`src/rtl/fetch_pkg.sv`:
```
// Shared fetch/decode definitions: FSM states, MIPS field positions and helpers.
// The HALT state exists only when SYSCALL_HALT_EN is defined.
package fetch_pkg;

`ifdef SYSCALL_HALT_EN
  typedef enum logic [1:0] {
    ST_IDLE    = 2'd0,
    ST_FETCH   = 2'd1,
    ST_DISCARD = 2'd2,
    ST_HALT    = 2'd3
  } fetch_state_e;
`else
  typedef enum logic [1:0] {
    ST_IDLE    = 2'd0,
    ST_FETCH   = 2'd1,
    ST_DISCARD = 2'd2
  } fetch_state_e;
`endif

  localparam logic [5:0]  OPC_RTYPE    = 6'b000000;
  localparam logic [5:0]  FUNC_SYSCALL = 6'b001100;
  localparam logic [31:0] PC_STEP      = 32'd4;

  localparam int unsigned OPC_MSB  = 31;
  localparam int unsigned OPC_LSB  = 26;
  localparam int unsigned FUNC_MSB = 5;
  localparam int unsigned FUNC_LSB = 0;

  function automatic logic [31:0] align_pc(input logic [31:0] addr);
    return {addr[31:2], 2'b00};
  endfunction

  function automatic logic is_syscall(input logic [31:0] word);
    return (word[OPC_MSB:OPC_LSB] == OPC_RTYPE) && (word[FUNC_MSB:FUNC_LSB] == FUNC_SYSCALL);
  endfunction

endpackage

```
`src/rtl/inst_fetch_unit_if.sv`:
```
// Fetch unit bus bundle: instruction memory handshake, decoder stream and redirect.
interface inst_fetch_unit_if;
  logic        redirect_valid;
  logic [31:0] redirect_pc;
  logic        imem_req;
  logic [31:0] imem_addr;
  logic        imem_ack;
  logic [31:0] imem_rdata;
  logic        inst_valid;
  logic        inst_ready;
  logic [31:0] inst_word;
  logic [31:0] inst_pc;
  logic [5:0]  opcode;
  logic [5:0]  func;

  modport master (
    input  redirect_valid, redirect_pc,
    output imem_req, imem_addr,
    input  imem_ack, imem_rdata,
    output inst_valid, inst_word, inst_pc, opcode, func,
    input  inst_ready
  );

  modport slave (
    output redirect_valid, redirect_pc,
    input  imem_req, imem_addr,
    output imem_ack, imem_rdata,
    input  inst_valid, inst_word, inst_pc, opcode, func,
    output inst_ready
  );
endinterface

```
`src/rtl/inst_fetch_unit_fifo.sv`:
```
// Prefetch buffer: synchronous FIFO of {pc,word}; flush beats push and pop.
module inst_fifo #(
  parameter int unsigned WIDTH = 64,
  parameter int unsigned DEPTH = 2,
  localparam int unsigned PW = $clog2(DEPTH),
  localparam int unsigned CW = PW + 1
) (
  input  logic             clk,
  input  logic             rst,
  input  logic             push,
  input  logic [WIDTH-1:0] push_data,
  input  logic             pop,
  input  logic             flush,
  output logic [WIDTH-1:0] head,
  output logic [CW-1:0]    count
);

  logic [WIDTH-1:0] mem_q [DEPTH];
  logic [PW-1:0]    wr_ptr_q, wr_ptr_d;
  logic [PW-1:0]    rd_ptr_q, rd_ptr_d;
  logic [CW-1:0]    count_q, count_d;
  logic             do_push, do_pop;

  always_comb begin
    do_push  = push && !flush;
    do_pop   = pop && !flush && (count_q != '0);
    wr_ptr_d = wr_ptr_q;
    rd_ptr_d = rd_ptr_q;
    count_d  = count_q;
    if (flush) begin
      wr_ptr_d = '0;
      rd_ptr_d = '0;
      count_d  = '0;
    end else begin
      if (do_push) wr_ptr_d = wr_ptr_q + PW'(1);
      if (do_pop)  rd_ptr_d = rd_ptr_q + PW'(1);
      count_d = count_q + CW'(do_push) - CW'(do_pop);
    end
  end

  always_ff @(posedge clk or posedge rst) begin
    if (rst) begin
      wr_ptr_q <= '0;
      rd_ptr_q <= '0;
      count_q  <= '0;
    end else begin
      wr_ptr_q <= wr_ptr_d;
      rd_ptr_q <= rd_ptr_d;
      count_q  <= count_d;
    end
  end

  always_ff @(posedge clk) begin
    if (do_push) mem_q[wr_ptr_q] <= push_data;
  end

  assign head  = mem_q[rd_ptr_q];
  assign count = count_q;

endmodule

```
`src/rtl/inst_fetch_unit.sv`:
```
// Instruction fetch front end with prefetch buffer and redirect handling.
// Optional SYSCALL_HALT_EN: a popped SYSCALL parks fetch until resume.
module inst_fetch_unit
  import fetch_pkg::*;
#(
  parameter logic [31:0] RESET_PC  = 32'h0000_0000,
  parameter int unsigned BUF_DEPTH = 2
) (
  input  logic clk,
  input  logic rst,
  inst_fetch_unit_if.master bus
`ifdef SYSCALL_HALT_EN
  ,
  output logic halted,
  input  logic resume
`endif
);

  localparam int unsigned CW = $clog2(BUF_DEPTH) + 1;

  fetch_state_e state_q, state_d;
  logic [31:0]  pc_q, pc_d;
  logic         req_q, req_d;
  logic [31:0]  addr_q, addr_d;

  logic          push, pop, flush, ack, hold;
  logic [31:0]   redir_pc;
  logic [63:0]   head;
  logic [CW-1:0] count, count_nxt;
  logic [31:0]   head_word, head_pc;
  logic          head_valid;

  inst_fifo #(
    .WIDTH (64),
    .DEPTH (BUF_DEPTH)
  ) u_fifo (
    .clk       (clk),
    .rst       (rst),
    .push      (push),
    .push_data ({pc_q, bus.imem_rdata}),
    .pop       (pop),
    .flush     (flush),
    .head      (head),
    .count     (count)
  );

  assign head_word  = head[31:0];
  assign head_pc    = head[63:32];
  assign head_valid = (count != '0);

  always_comb begin
    state_d   = state_q;
    pc_d      = pc_q;
    req_d     = req_q;
    addr_d    = addr_q;
    push      = 1'b0;
    flush     = 1'b0;
    pop       = head_valid && bus.inst_ready;
    ack       = req_q && bus.imem_ack;
    hold      = req_q && !ack;
    redir_pc  = align_pc(bus.redirect_pc);
    count_nxt = count;

    case (state_q)
      ST_IDLE: begin
        if (bus.redirect_valid) pc_d = redir_pc;
        state_d = ST_FETCH;
        req_d   = 1'b1;
        addr_d  = pc_d;
      end

      ST_FETCH: begin
        if (bus.redirect_valid) begin
          flush = 1'b1;
          pc_d  = redir_pc;
          // an unacked request keeps its address; its data is dropped in DISCARD
          if (hold) begin
            state_d = ST_DISCARD;
          end else begin
            req_d  = 1'b1;
            addr_d = redir_pc;
          end
`ifdef SYSCALL_HALT_EN
        end else if (pop && is_syscall(head_word)) begin
          flush   = 1'b1;
          pc_d    = head_pc + PC_STEP;
          state_d = ST_HALT;
          req_d   = hold;
          if (!hold) addr_d = pc_d;
`endif
        end else begin
          push = ack;
          if (ack) pc_d = pc_q + PC_STEP;
          count_nxt = count + CW'(push) - CW'(pop);
          if (!hold) begin
            req_d  = (count_nxt < CW'(BUF_DEPTH));
            addr_d = pc_d;
          end
        end
      end

      ST_DISCARD: begin
        if (bus.redirect_valid) pc_d = redir_pc;
        if (ack) begin
          state_d = ST_FETCH;
          req_d   = 1'b1;
          addr_d  = pc_d;
        end
      end

`ifdef SYSCALL_HALT_EN
      ST_HALT: begin
        if (bus.redirect_valid) pc_d = redir_pc;
        req_d = hold;
        if (resume) begin
          if (hold) begin
            state_d = ST_DISCARD;
          end else begin
            state_d = ST_FETCH;
            req_d   = 1'b1;
            addr_d  = pc_d;
          end
        end
      end
`endif

      default: state_d = ST_IDLE;
    endcase
  end

  always_ff @(posedge clk or posedge rst) begin
    if (rst) begin
      state_q <= ST_IDLE;
      pc_q    <= RESET_PC;
      req_q   <= 1'b0;
      addr_q  <= RESET_PC;
    end else begin
      state_q <= state_d;
      pc_q    <= pc_d;
      req_q   <= req_d;
      addr_q  <= addr_d;
    end
  end

  assign bus.imem_req   = req_q;
  assign bus.imem_addr  = addr_q;
  assign bus.inst_valid = head_valid;
  assign bus.inst_word  = head_word;
  assign bus.inst_pc    = head_pc;
  assign bus.opcode     = head_word[OPC_MSB:OPC_LSB];
  assign bus.func       = head_word[FUNC_MSB:FUNC_LSB];

`ifdef SYSCALL_HALT_EN
  assign halted = (state_q == ST_HALT);
`endif

endmodule
```
`src/flat_wrapper.sv`:
```
// flat-port wrapper written by rule: the top's interface ports become plain ports
module inst_fetch_unit_flat import fetch_pkg::*;
#(
  parameter logic [31:0] RESET_PC  = 32'h0000_0000,
  parameter int unsigned BUF_DEPTH = 2
)
  (clk, rst, bus_redirect_valid, bus_redirect_pc, bus_imem_req, bus_imem_addr, bus_imem_ack, bus_imem_rdata, bus_inst_valid, bus_inst_word, bus_inst_pc, bus_opcode, bus_func, bus_inst_ready);
  inst_fetch_unit_if bus_i ();
  input  logic clk;
  input  logic rst;
  input wire logic [$bits(bus_i.redirect_valid)-1:0] bus_redirect_valid;
  input wire logic [$bits(bus_i.redirect_pc)-1:0] bus_redirect_pc;
  output wire logic [$bits(bus_i.imem_req)-1:0] bus_imem_req;
  output wire logic [$bits(bus_i.imem_addr)-1:0] bus_imem_addr;
  input wire logic [$bits(bus_i.imem_ack)-1:0] bus_imem_ack;
  input wire logic [$bits(bus_i.imem_rdata)-1:0] bus_imem_rdata;
  output wire logic [$bits(bus_i.inst_valid)-1:0] bus_inst_valid;
  output wire logic [$bits(bus_i.inst_word)-1:0] bus_inst_word;
  output wire logic [$bits(bus_i.inst_pc)-1:0] bus_inst_pc;
  output wire logic [$bits(bus_i.opcode)-1:0] bus_opcode;
  output wire logic [$bits(bus_i.func)-1:0] bus_func;
  input wire logic [$bits(bus_i.inst_ready)-1:0] bus_inst_ready;
  assign bus_i.redirect_valid = bus_redirect_valid;
  assign bus_i.redirect_pc = bus_redirect_pc;
  assign bus_imem_req = bus_i.imem_req;
  assign bus_imem_addr = bus_i.imem_addr;
  assign bus_i.imem_ack = bus_imem_ack;
  assign bus_i.imem_rdata = bus_imem_rdata;
  assign bus_inst_valid = bus_i.inst_valid;
  assign bus_inst_word = bus_i.inst_word;
  assign bus_inst_pc = bus_i.inst_pc;
  assign bus_opcode = bus_i.opcode;
  assign bus_func = bus_i.func;
  assign bus_i.inst_ready = bus_inst_ready;
  inst_fetch_unit #(.RESET_PC(RESET_PC), .BUF_DEPTH(BUF_DEPTH)) u_core (.clk(clk), .rst(rst), .bus(bus_i));
endmodule
```
`config.mk`:
```
export PLATFORM = sky130hd
export DESIGN_NAME = inst_fetch_unit_flat
export DESIGN_NICKNAME = d
export VERILOG_FILES = /design/src/rtl/fetch_pkg.sv /design/src/rtl/inst_fetch_unit_if.sv /design/src/rtl/inst_fetch_unit_fifo.sv /design/src/rtl/inst_fetch_unit.sv /design/src/flat_wrapper.sv
export SDC_FILE = /design/constraint.sdc
export NUM_CORES = 1
export LEC_CHECK = 0
export BUFFER_PORTS_ARGS = -buffer_cell sky130_fd_sc_hd__buf_4
export CORE_ASPECT_RATIO = 1.75
export CORE_UTILIZATION = 38
export CTS_CLUSTER_SIZE = 30
export DETAILED_ROUTE_END_ITERATION = 7
export PLACE_DENSITY = 0.68
export REMOVE_ABC_BUFFERS = 1
export SETUP_SLACK_MARGIN = 0.2
export SYNTH_ARGS = -nofsm -noshare
export SYNTH_HDL_FRONTEND = slang
export SYNTH_SLANG_ARGS = --single-unit
```
`constraint.sdc`:
```
create_clock -name clk -period 12.6 [get_ports clk]
set_input_delay 1.26 -clock clk [delete_from_list [all_inputs] [get_ports clk]]
set_output_delay 1.26 -clock clk [all_outputs]
set_load 0.05 [all_outputs]
```
# [After elaboration in Yosys (flattened, before gate mapping)]
# Memories as Yosys holds them, arrays and structs flattened.
# Index checks and enable logic that the tools add are counted.
[totals] ff_bits=71 latch_bits=0 ramBits=128 rom_bits=0 input_bits=69 out_inout_bits=110 word_cells=68 mem_count=1
[classes] addsub=7 n_mul=0 n_div=0 magnitude_cmp=1 n_eq_ne=6 shift=0 n_mux=29 bitwise=0 n_reduce_logical=17
[mem_list] name="u_core.u_fifo.mem_q" depth=2 word_bits=64 read_ports=1 rd_clocked_by_memory_dff=0 wr=1 line="inst_fetch_unit_fifo.sv:18" text="logic [WIDTH-1:0] mem_q [DEPTH];"
[op_table] cell="32-bit two-way mux" count=7
[op_table] cell="32-bit one-hot mux with 3 select lines" count=1
[op_table] cell="32-bit one-hot mux with 2 select lines" count=1
[op_table] cell="32-bit by 3-bit adder with 32-bit output (second input constant)" count=1
[op_table] cell="1-bit two-way mux" count=14
[op_table] cell="2-bit two-way mux" count=4
[op_table] cell="2-bit nonzero test" count=4
[op_table] cell="1-bit logical AND" count=6
[op_table] cell="2-bit one-hot mux with 3 select lines" count=1
[op_table] cell="3-bit AND reduction" count=2
[op_table] cell="2-bit by 1-bit adder with 2-bit output" count=2
[op_table] cell="2-bit by 1-bit != test with 1-bit output (second input constant)" count=2
[op_table] cell="2-bit != test (second input constant)" count=2
[op_table] cell="2-bit by 1-bit subtractor with 2-bit output" count=2
[op_table] cell="1-bit one-hot mux with 3 select lines" count=1
[op_table] cell="3-bit nonzero test" count=1
[op_table] cell="1-bit adder (second input constant)" count=2
[op_table] cell="2-bit by 1-bit equality test with 1-bit output (second input constant)" count=1
[op_table] cell="2-bit equality test (second input constant)" count=1
[op_table] cell="1-bit logical NOT" count=2
[op_table] cell="2-bit logical NOT" count=1
[op_table] cell="2-bit less-than comparator (second input constant)" count=1
[op_table] cell="2-bit OR reduction" count=1

# [Longest topological paths before layout]
# Gate-level depths: netlist (run 1).
[depth] depth_word=7 mapped_depth=11

# [Hierarchy]
# From an unflattened synthesis (run 1), not the netlist that was laid out.
[unflattened] hier_cells=808 hier_area_um2=9402.8
[modules_own_cells] module="inst_fifo" n_inst=1 cells_each=221 area_per_inst_um2=4852.2
[modules_own_cells] module="inst_fetch_unit" n_inst=1 cells_each=587 area_per_inst_um2=4550.6

# [Worst setup path before layout (run 1)]
# OpenSTA, ideal clock, no wires.
[synth_timing] path_type="in2reg" from="input bus_redirect_valid" to="memory u_core.u_fifo.mem_q[0][0], enable pin" setup_time_ps=486 t_arrival_ps=4620 required_ps=12114 path_slack_ps=7494 stages=5 path_buffers=2 path_cell_list="clkbuf_1 buf_1 nor2_1 nand2_1 nor2_1"
[synth_between] elab_chain_len=6 word_cells_on_any_way=8 classes_between="mux: 6; reduce/logical: 2"
[synth_lines] element="start, declared" line="flat_wrapper.sv:11" text="input wire logic [$bits(bus_i.redirect_valid)-1:0] bus_redirect_valid;"
[synth_lines] element="1-bit two-way mux" line="inst_fetch_unit.sv:73" text="if (bus.redirect_valid) begin"
[synth_lines] element="1-bit two-way mux" line="inst_fetch_unit.sv:64" text="case (state_q)"
[synth_lines] element="1-bit logical NOT" line="inst_fetch_unit_fifo.sv:25" text="do_push = push && !flush;"
[synth_lines] element="1-bit logical AND *" line="inst_fetch_unit_fifo.sv:25"
[synth_lines] element="1-bit two-way mux *" line="inst_fetch_unit_fifo.sv:54" text="if (do_push) mem_q[wr_ptr_q] <= push_data;"
[synth_lines] element="1-bit two-way mux (not written as such) *" line="inst_fetch_unit_fifo.sv:54"
[synth_lines] element="end, declared" line="inst_fetch_unit_fifo.sv:18"
# Mark *: on every way between the ends. The rest lies on a longest branch, timed or not.

# [Worst setup path in the final report (run 1)]
[layout_timing] from="register u_core.u_fifo.rd_ptr_q" to="output bus_inst_pc[7]"
[layout_between] elab_chain_len=1
[layout_lines] element="start, declared" line="inst_fetch_unit_fifo.sv:20" text="logic [PW-1:0] rd_ptr_q, rd_ptr_d;"
[layout_lines] element="start signal, assigned" line="inst_fetch_unit_fifo.sv:48" text="rd_ptr_q <= rd_ptr_d;"
[layout_lines] element="memory 2 x 64 bit"
[layout_lines] element="end, declared" line="flat_wrapper.sv:19" text="output wire logic [$bits(bus_i.inst_pc)-1:0] bus_inst_pc;"
# Every way passes these cells.

==> results of run 1 <==
==> per-stage QoR <==
| stage | area (sq um) | cells | util | power (uW) | hold slack, ns |
|---|---|---|---|---|---|
| 2_1_floorplan | 9030 | 713 | - | 1840 | 0.456 |
| 3_3_place_gp | 10800 | 1208 | 0.450 | 2240 | 0.464 |
| 3_5_place_dp | 10800 | 1208 | 0.450 | 2250 | 0.472 |
| 4_1_cts | 11500 | 1240 | 0.476 | 2840 | 0.490 |
| 5_1_grt | 11500 | 1241 | 0.476 | 2950 | 0.512 |
| 6_report | 11500 | 1241 | 0.476 | 2820 | 0.482 |
==> cells in the mapped netlist (5+ instances only) <==
master	count	area, sq um
nand3_1	31	155
buf_1	6	22.5
and2_1	7	43.8
o21ai_0	45	225
nor4_1	10	62.6
o32ai_1	6	52.6
and4_1	8	70.1
xor2_1	6	52.6
inv_1	10	37.5
and3_1	8	50.1
nand2b_1	5	31.3
nand2_1	69	259
xnor2_1	16	140
o22ai_1	8	50.1
dfrtp_1	71	1780
buf_4	12	90.1
nor2_1	52	195
a21oi_1	32	160
a211oi_1	12	90.1
nor3_1	12	60.1
a31o_2	7	61.3
o211ai_1	10	75.1
a31oi_1	6	37.5
o31ai_1	7	52.6
nand4_1	22	138
mux2_2	66	743
edfxtp_1	128	3840
buf_2	5	25.0
clkbuf_1	46	173
==> flip-flops by register name, summed over array words and instances (netlist names) <==
| name | flops |
|---|---|
| u_core.u_fifo.rd_ptr_q | 1 |
| u_core.pc_q | 32 |
| u_core.u_fifo.mem_q | 128 |
| u_core.state_q | 2 |
| u_core.u_fifo.wr_ptr_q | 1 |
| u_core.bus.imem_addr | 32 |
| u_core.u_fifo.count | 2 |
| u_core.bus.imem_req | 1 |
==> metal layers <==
| metal | share of wire | vias up | global-route usage |
|---|---|---|---|
| li1 | - | 3200 | - |
| met1 | 0.37 | 3367 | 0.219 |
| met2 | 0.55 | 250 | 0.354 |
| met3 | 0.054 | 37 | 0.0364 |
| met4 | 0.024 | 0 | 0.0877 |
| met5 | 0 | - | 0 |
==> cells by family (layout without fill, tap and decap cells) <==
| logic type | after synthesis | count (layout) | share of synthesized area |
|---|---|---|---|
| other cells | 0 | 1 | 0 |
| fa+ha+maj | 4 | 4 | 0.00535 |
| flops | 199 | 199 | 0.601 |
| simple gates | 245 | 245 | 0.137 |
| mux | 70 | 70 | 0.0837 |
| buf+inv | 80 | 229 | 0.0384 |
| compound gates | 163 | 163 | 0.114 |
| xor+xnor | 22 | 22 | 0.0206 |
==> cell type report <==
| class | count | area, sq um | area share |
|---|---|---|---|
| Sequential cell | 199 | 5620 | 0.490 |
| Multi-Input combinational cell | 504 | 3400 | 0.296 |
| Timing Repair Buffer | 187 | 1400 | 0.122 |
| Clock buffer | 23 | 500 | 0.0436 |
| Tap cell | 308 | 385 | 0.0336 |
| Clock inverter | 9 | 135 | 0.0118 |
| Inverter | 10 | 37.5 | 0.00327 |
| Antenna cell | 1 | 2.50 | 0.000218 |
==> how the worst min path moves through the flow <==
stage | slack, ns | from | end
2_1_floorplan | 0.46 | u_core.pc_q[0]$_DFFE_PP0N_ | u_core.u_fifo.mem_q[0][32]$_DFFE_PP_
3_3_place_gp | 0.46 | u_core.bus.imem_addr[3]$_DFFE_PP0P_ | u_core.bus.imem_addr[3]$_DFFE_PP0P_
3_5_place_dp | 0.47 | u_core.bus.imem_addr[3]$_DFFE_PP0P_ | u_core.bus.imem_addr[3]$_DFFE_PP0P_
4_1_cts | 0.49 | u_core.bus.imem_addr[1]$_DFFE_PP0P_ | u_core.bus.imem_addr[1]$_DFFE_PP0P_
5_1_grt | 0.51 | u_core.bus.imem_addr[3]$_DFFE_PP0P_ | u_core.bus.imem_addr[3]$_DFFE_PP0P_
6_report | 0.48 | u_core.bus.imem_addr[18]$_DFFE_PP0P_ | u_core.bus.imem_addr[18]$_DFFE_PP0P_
==> critical path, cell delays in order, from the launching register on <==
cell and delay [ns]:
dfrtp_2 0.37, buf_4 0.68, mux2_2 0.43, buf_4 0.19
==> cell usage in the layout, fill, tap and decap left out, drive strengths merged, types with 7 or more instances in the layout <==
cell / instances
buf: 187
nand4: 23
nand3: 31
mux2: 66
nor3: 13
a31o: 7
inv: 12
xnor2: 16
edfxtp: 128
dfrtp: 71
nor4: 15
nor2: 53
a211oi: 12
clkbuf: 23
o22ai: 8
and4: 8
o31ai: 8
nand2: 69
and2: 7
and3: 8
o211ai: 10
a21oi: 32
o21ai: 46
==> where the power goes <==
group	internal, uW	switching (uW)	total [uW]	leakage (uW)
Combinational	386	850	1240	0.00199
Clock	343	242	585	0.000312
Sequential	858	141	999	0.00200
Total	1590	1230	2820	0.00430
==> summary.md, run 1 <==
| Metric | Value |
|---|---|
| Worst-margin pin slew | `0.990 ns` |
| Post-synth ARST share | `0.357` |
| Via count | `6,854` |
| Mapped cell area | `0.00935 sq mm` |
| Worst Reg-to-Reg Cells | `5` |
| First-pass iteration count of the detailed router | `6` |
| Share of cells above drive strength 1 | `0.328` |
| RR Startpoint | `u_core.state_q[1]$_DFFE_PP0P_` |
| Max Transition Viols Final | `0` |
| H-tree lvl count | `4` |
| Clk_lat worst skew | `0.45 ns` |
| Minimum clock period | `3.44 ns` |
| Most used flip-flop cell after synthesis | `edfxtp_1` |
| Fmax | `0.291 GHz` |
| Total GRT Usage | `0.195` |
| Synth cell types | `60` |
| Arrival time at the worst endpoint | `2.18 ns` |
| DRC viols | `0` |
| CP max FO | `64` |
| Pwr Density | `246 mW/mm^2` |
| FF-to-FF setup slack | `9.39 ns` |
| Yosys warns | `0` |
| Fin crit share | `0.273` |
| Pre-CTS WS | `9.05 ns` |
| Critical Path Source | `u_core.u_fifo.rd_ptr_q$_DFFE_PP0P_` |
| Row cnt | `75` |
| Status | `complete, no violations` |
| VDD IR max | `107 uV` |
| Worst hold stages | `2` |
| ANT nets after route | `0` |
| CP startpoint kind | `flop` |
| Hold Buf Count CTS | `0` |
| Leak Pwr | `0.00430 uW` |
| Worst setup path endpoint | `bus_inst_pc[7]` |
| Wire length per cell | `19.6 microns` |
| CP required | `11.34 ns` |
| DIE HEIGHT | `210 microns` |
| TritonCTS clock tree | `done` |
| Mean Syn Cell Area | `11.9 sq um` |
| Setup bufs post-CTS | `0` |
| Final Wtd Congestion | `0.867` |
| Number of max-cap violations | `0` |
| Die area | `0.0253 sq mm` |
| Final hold violation count | `0` |
| RSZ-0062 raised after global routing | `no` |
| Synthesis-stage register bit count | `199` |
| Vias in the first global route | `6,778` |
| First-pass GRT wire length | `37.3 mm` |
| Part of the Yosys area used for sequential elements | `0.601` |
| Die Span X | `121 microns` |
| Initial antenna violation count | `1` |
| PnR worst setup slack | `9.16 ns` |
| Nets | `992` |
| DP HPWL | `16.3 mm` |
| Clk sink count | `199` |
| DR vias/cell | `5.52` |
| WS Path Type | `reg -> out` |
| R2R Path End | `u_core.u_fifo.mem_q[0][44]$_DFFE_PP_` |
| Syn Inst Count | `783` |
| Clock transition at path regs | `0.08 ns` |
| GR Overflow Total | `0` |
| CTS Buffer Depth | `2` |
| Area grow syn2layout | `22.8%` |
| Number of synthesized flops with an enable pin | `128` |
| Initial Util | `0.388` |
| CTS Buf Count | `17` |
| Setup_tns | `0 ns` |
| Worst Skew | `0.0121 ns` |
| IO Count | `179` |
| Crit end category | `primary output` |
| DR iter-0 viols | `485` |
| Final setup viols | `0` |
| Root Buffer | `clkbuf_16` |
| Area of the core | `0.0241 sq mm` |
| CTS resizes | `0` |
| Fillers | `2,190` |
| I/O Buffers | `176` |
| Final WL | `24.4 mm` |
| Largest net degree at the start of global routing | `72` |
| Hold Crit Class | `reg -> reg` |
| Max_slew headroom | `0.340` |
Note: power is estimated with default switching activity, not from simulation.
==> run 2, diff against run 1 <==
--- a/config.mk
+++ b/config.mk
@@ -5,12 +5,13 @@
 export SDC_FILE = /design/constraint.sdc
 export NUM_CORES = 1
 export LEC_CHECK = 0
+export ABC_AREA = 1
 export BUFFER_PORTS_ARGS = -buffer_cell sky130_fd_sc_hd__buf_4
 export CORE_ASPECT_RATIO = 1.75
 export CORE_UTILIZATION = 38
 export CTS_CLUSTER_SIZE = 30
 export DETAILED_ROUTE_END_ITERATION = 7
-export PLACE_DENSITY = 0.68
+export PLACE_DENSITY = 0.7
 export REMOVE_ABC_BUFFERS = 1
 export SETUP_SLACK_MARGIN = 0.2
 export SYNTH_ARGS = -nofsm -noshare
==> constraint.sdc (replaced) <==
create_clock -name clk -period 3 [get_ports clk]
set_input_delay 0.3 -clock clk [delete_from_list [all_inputs] [get_ports clk]]
set_output_delay 0.3 -clock clk [all_outputs]
set_load 0.05 [all_outputs]
==> summary.md, run 2 <==
| Metric | Value |
|---|---|
| PnR worst setup slack | `0.610 ns (-8.55 ns)` |
| Crit end category | `primary output` |
| CP startpoint kind | `flop` |
| Final hold violation count | `0 (unchanged)` |
| Initial antenna violation count | `0 (-1)` |
| Most common cell after layout, fill and taps aside | `nand2_1` |
| Root Buffer | `clkbuf_16` |
| Die area | `0.0257 sq mm (+1.6%)` |
| Largest net degree at the start of global routing | `70 (-2.8%)` |
| TritonCTS clock tree | `done` |
| Final Total Pwr | `12,500 uW (+340%)` |
| DR iter-0 viols | `484 (-0.21%)` |
| Largest cells by area after synthesis | `edfxtp_1, dfrtp_1, nand2_1` |
| Post-synth ARST share | `0.357 (unchanged)` |
| Synth cell types | `32 (-47%)` |
| Via count | `7,631 (+11%)` |
| Number of max-cap violations | `0 (unchanged)` |
| Nets | `1,298 (+31%)` |
| Worst Skew | `0.00924 ns (-0.00290 ns)` |
| DRC viols | `0 (unchanged)` |
| Worst Hold Slack | `0.0407 ns (-0.441 ns)` |
| Wire length per cell | `15.4 microns (-21%)` |
| DP HPWL | `16.7 mm (+2.5%)` |
| Pwr Density | `1070 mW/mm^2 (+330%)` |
| DR vias/cell | `4.92 (-11%)` |
| WS Path Type | `reg -> out` |
| H-tree lvl count | `4 (unchanged)` |
| Status | `complete, no violations` |
| Mapped cell area | `0.00951 sq mm (+1.6%)` |
| Most common cell in the synthesized netlist | `nand2_1` |
| Syn Inst Count | `1,068 (+36%)` |
| Pre-CTS WS | `1.00 ns (-8.05 ns)` |
| Synthesis-stage register bit count | `199 (unchanged)` |
| Leak Pwr | `0.00530 uW (+23%)` |
| Max_slew headroom | `0.379 (+0.0388)` |
| Clk_lat worst skew | `0.44 ns (about the same)` |
| Fin crit share | `0.797` |
| Total GRT Usage | `0.192 (-0.00328)` |
| Final setup viols | `0 (unchanged)` |
| Fmax | `0.418 GHz` |
| Initial Util | `0.386 (-0.00186)` |
| Area of the core | `0.0246 sq mm (+2.1%)` |
| Most frequent cells in the layout | `nand2_1, buf_4, edfxtp_1` |
| Clock transition at path regs | `0.07 ns (about the same)` |
| Largest area contributor in the netlist | `edfxtp_1` |
| Diode count | `0 (-1)` |
| Max FFs per register | `128 (unchanged)` |
| Final WL | `23.9 mm (-1.8%)` |
| Most used flip-flop cell after synthesis | `edfxtp_1` |
| Die Span X | `122 microns (+0.80%)` |
| Max Transition Viols Final | `0 (unchanged)` |
| Minimum clock period | `2.39 ns` |
| Final Util | `0.476 (about the same)` |
| Share of cells above drive strength 1 | `0.218 (-0.110)` |
| Arrival time at the worst endpoint | `2.09 ns (-0.09 ns)` |
| Worst-margin pin slew | `0.928 ns (-0.0617 ns)` |
| RSZ-0062 raised after global routing | `no` |
| VDD IR max | `448 uV (+320%)` |
| Final Wtd Congestion | `0.855 (-1.4%)` |
| Part of the Yosys area used for sequential elements | `0.591 (-0.00965)` |
| Setup bufs post-CTS | `0 (unchanged)` |
| Area grow syn2layout | `23.4%` |
| Post-synth top area share | `0.404 (-0.00660)` |
| CTS Buf Count | `17 (unchanged)` |
| GR Overflow Total | `0 (unchanged)` |
| Hold Crit Class | `in -> reg` |
| Number of synthesized flops with an enable pin | `128 (unchanged)` |
| First-pass iteration count of the detailed router | `6 (unchanged)` |
| IO Count | `179 (unchanged)` |
| First-pass GRT wire length | `37.3 mm (about the same)` |
| DIE HEIGHT | `211 microns (+0.80%)` |
| Mean Syn Cell Area | `8.90 sq um (-25%)` |
| CTS Buffer Depth | `2 (unchanged)` |
| CP max FO | `31 (-52%)` |
| Row cnt | `76 (+1.3%)` |
| Vias in the first global route | `7,362 (+8.6%)` |
| Yosys warns | `0 (unchanged)` |
| Largest Register | `u_core.u_fifo.mem_q` |
| CP required | `2.70 ns (-8.64 ns)` |
| I/O Buffers | `176 (unchanged)` |
| Synth top cells by count | `nand2_1, edfxtp_1, nor2_1` |
| ANT nets after route | `0 (unchanged)` |
| Clk sink count | `199 (unchanged)` |
==> run 2: cell types whose count changed after synthesis, sizes merged, moves of 13 or more <==
| cell | before | now |
|---|---|---|
| a22oi | 0 | 20 |
| nand2 | 69 | 441 |
| inv | 10 | 76 |
| xnor2 | 16 | 2 |
| clkbuf | 46 | 20 |
| nand3 | 31 | 76 |
| nor4 | 15 | 1 |
| mux2 | 66 | 0 |
| nor2 | 53 | 100 |
| buf | 24 | 37 |
==> run 2: worst max-delay path, stage by stage (launching register included) <==
cell and delay [ns]:
dfrtp_2 0.41, inv_2 0.44, buf_4 0.37, nand2_1 0.08, nand2_1 0.10, buf_4 0.21
==> run 2: worst paths after layout <==
check | start | end | slack (ns) | depth (start not counted)
hold / removal | bus_imem_rdata[19] | u_core.u_fifo.mem_q[1][19]$_DFFE_PP_ | 0.04 | 1
min in group asynchronous | rst | u_core.bus.imem_addr[3]$_DFFE_PP0P_ | 0.51 | 3
max in group asynchronous | rst | u_core.bus.imem_addr[30]$_DFFE_PP0P_ | 1.82 | 4
setup / recovery | u_core.u_fifo.rd_ptr_q$_DFFE_PP0P_ | bus_inst_word[4] | 0.61 | 5
hold reg to reg | u_core.pc_q[0]$_DFFE_PP0N_ | u_core.u_fifo.mem_q[1][32]$_DFFE_PP_ | 0.48 | 0
setup reg to reg | u_core.bus.imem_req$_DFFE_PP0P_ | u_core.bus.imem_addr[1]$_DFFE_PP0P_ | 0.98 | 5
==> run 2: timing repair <==
item	4_1_cts	5_1_grt
hold endpoints to repair	29	0
gates resized for setup	0	0
hold buffers	1	0
==> run 2: cells by family after synthesis <==
family | Yosys count | synth area share
flops | 199 | 0.591
simple gates | 634 | 0.276
buf+inv | 133 | 0.0609
compound gates | 94 | 0.0625
fa+ha+maj | 4 | 0.00526
xor+xnor | 4 | 0.00369
==> run 2: cell type report <==
class | count | area [sq um]
fill | 2358 | 12900
tap | 312 | 390
clock inverter | 14 | 161
sequential | 199 | 5620
timing repair buffer | 195 | 1520
clock buffer | 18 | 429
inverter | 76 | 285
multi-input combinational | 736 | 3330
==> run 2: through the flow <==
stage          TNS (ns)  std cells  cell area (sq um)
6_report              0       1550              11700
5_1_grt               0       1550              11700
4_1_cts               0       1550              11700
3_5_place_dp          0       1517              11100
3_3_place_gp          0       1517              11100
2_1_floorplan   -206.72       1011               9210
==> run 2: per-layer routing <==
| layer | up-vias | GRT usage | part of all wire |
|---|---|---|---|
| met1 | 3566 | 0.201 | 0.38 |
| met4 | 0 | 0.119 | 0.043 |
| met5 | - | 0 | 0 |
| li1 | 3793 | - | - |
| met2 | 216 | 0.345 | 0.54 |
| met3 | 56 | 0.0383 | 0.043 |
==> run 2: where the power goes <==
part | internal [uW] | switching (uW) | leakage (uW)
combinational | 1660 | 4250 | 0.00297
sequential | 3670 | 645 | 0.00204
clock | 1190 | 1100 | 0.000284
total | 6520 | 6000 | 0.00530
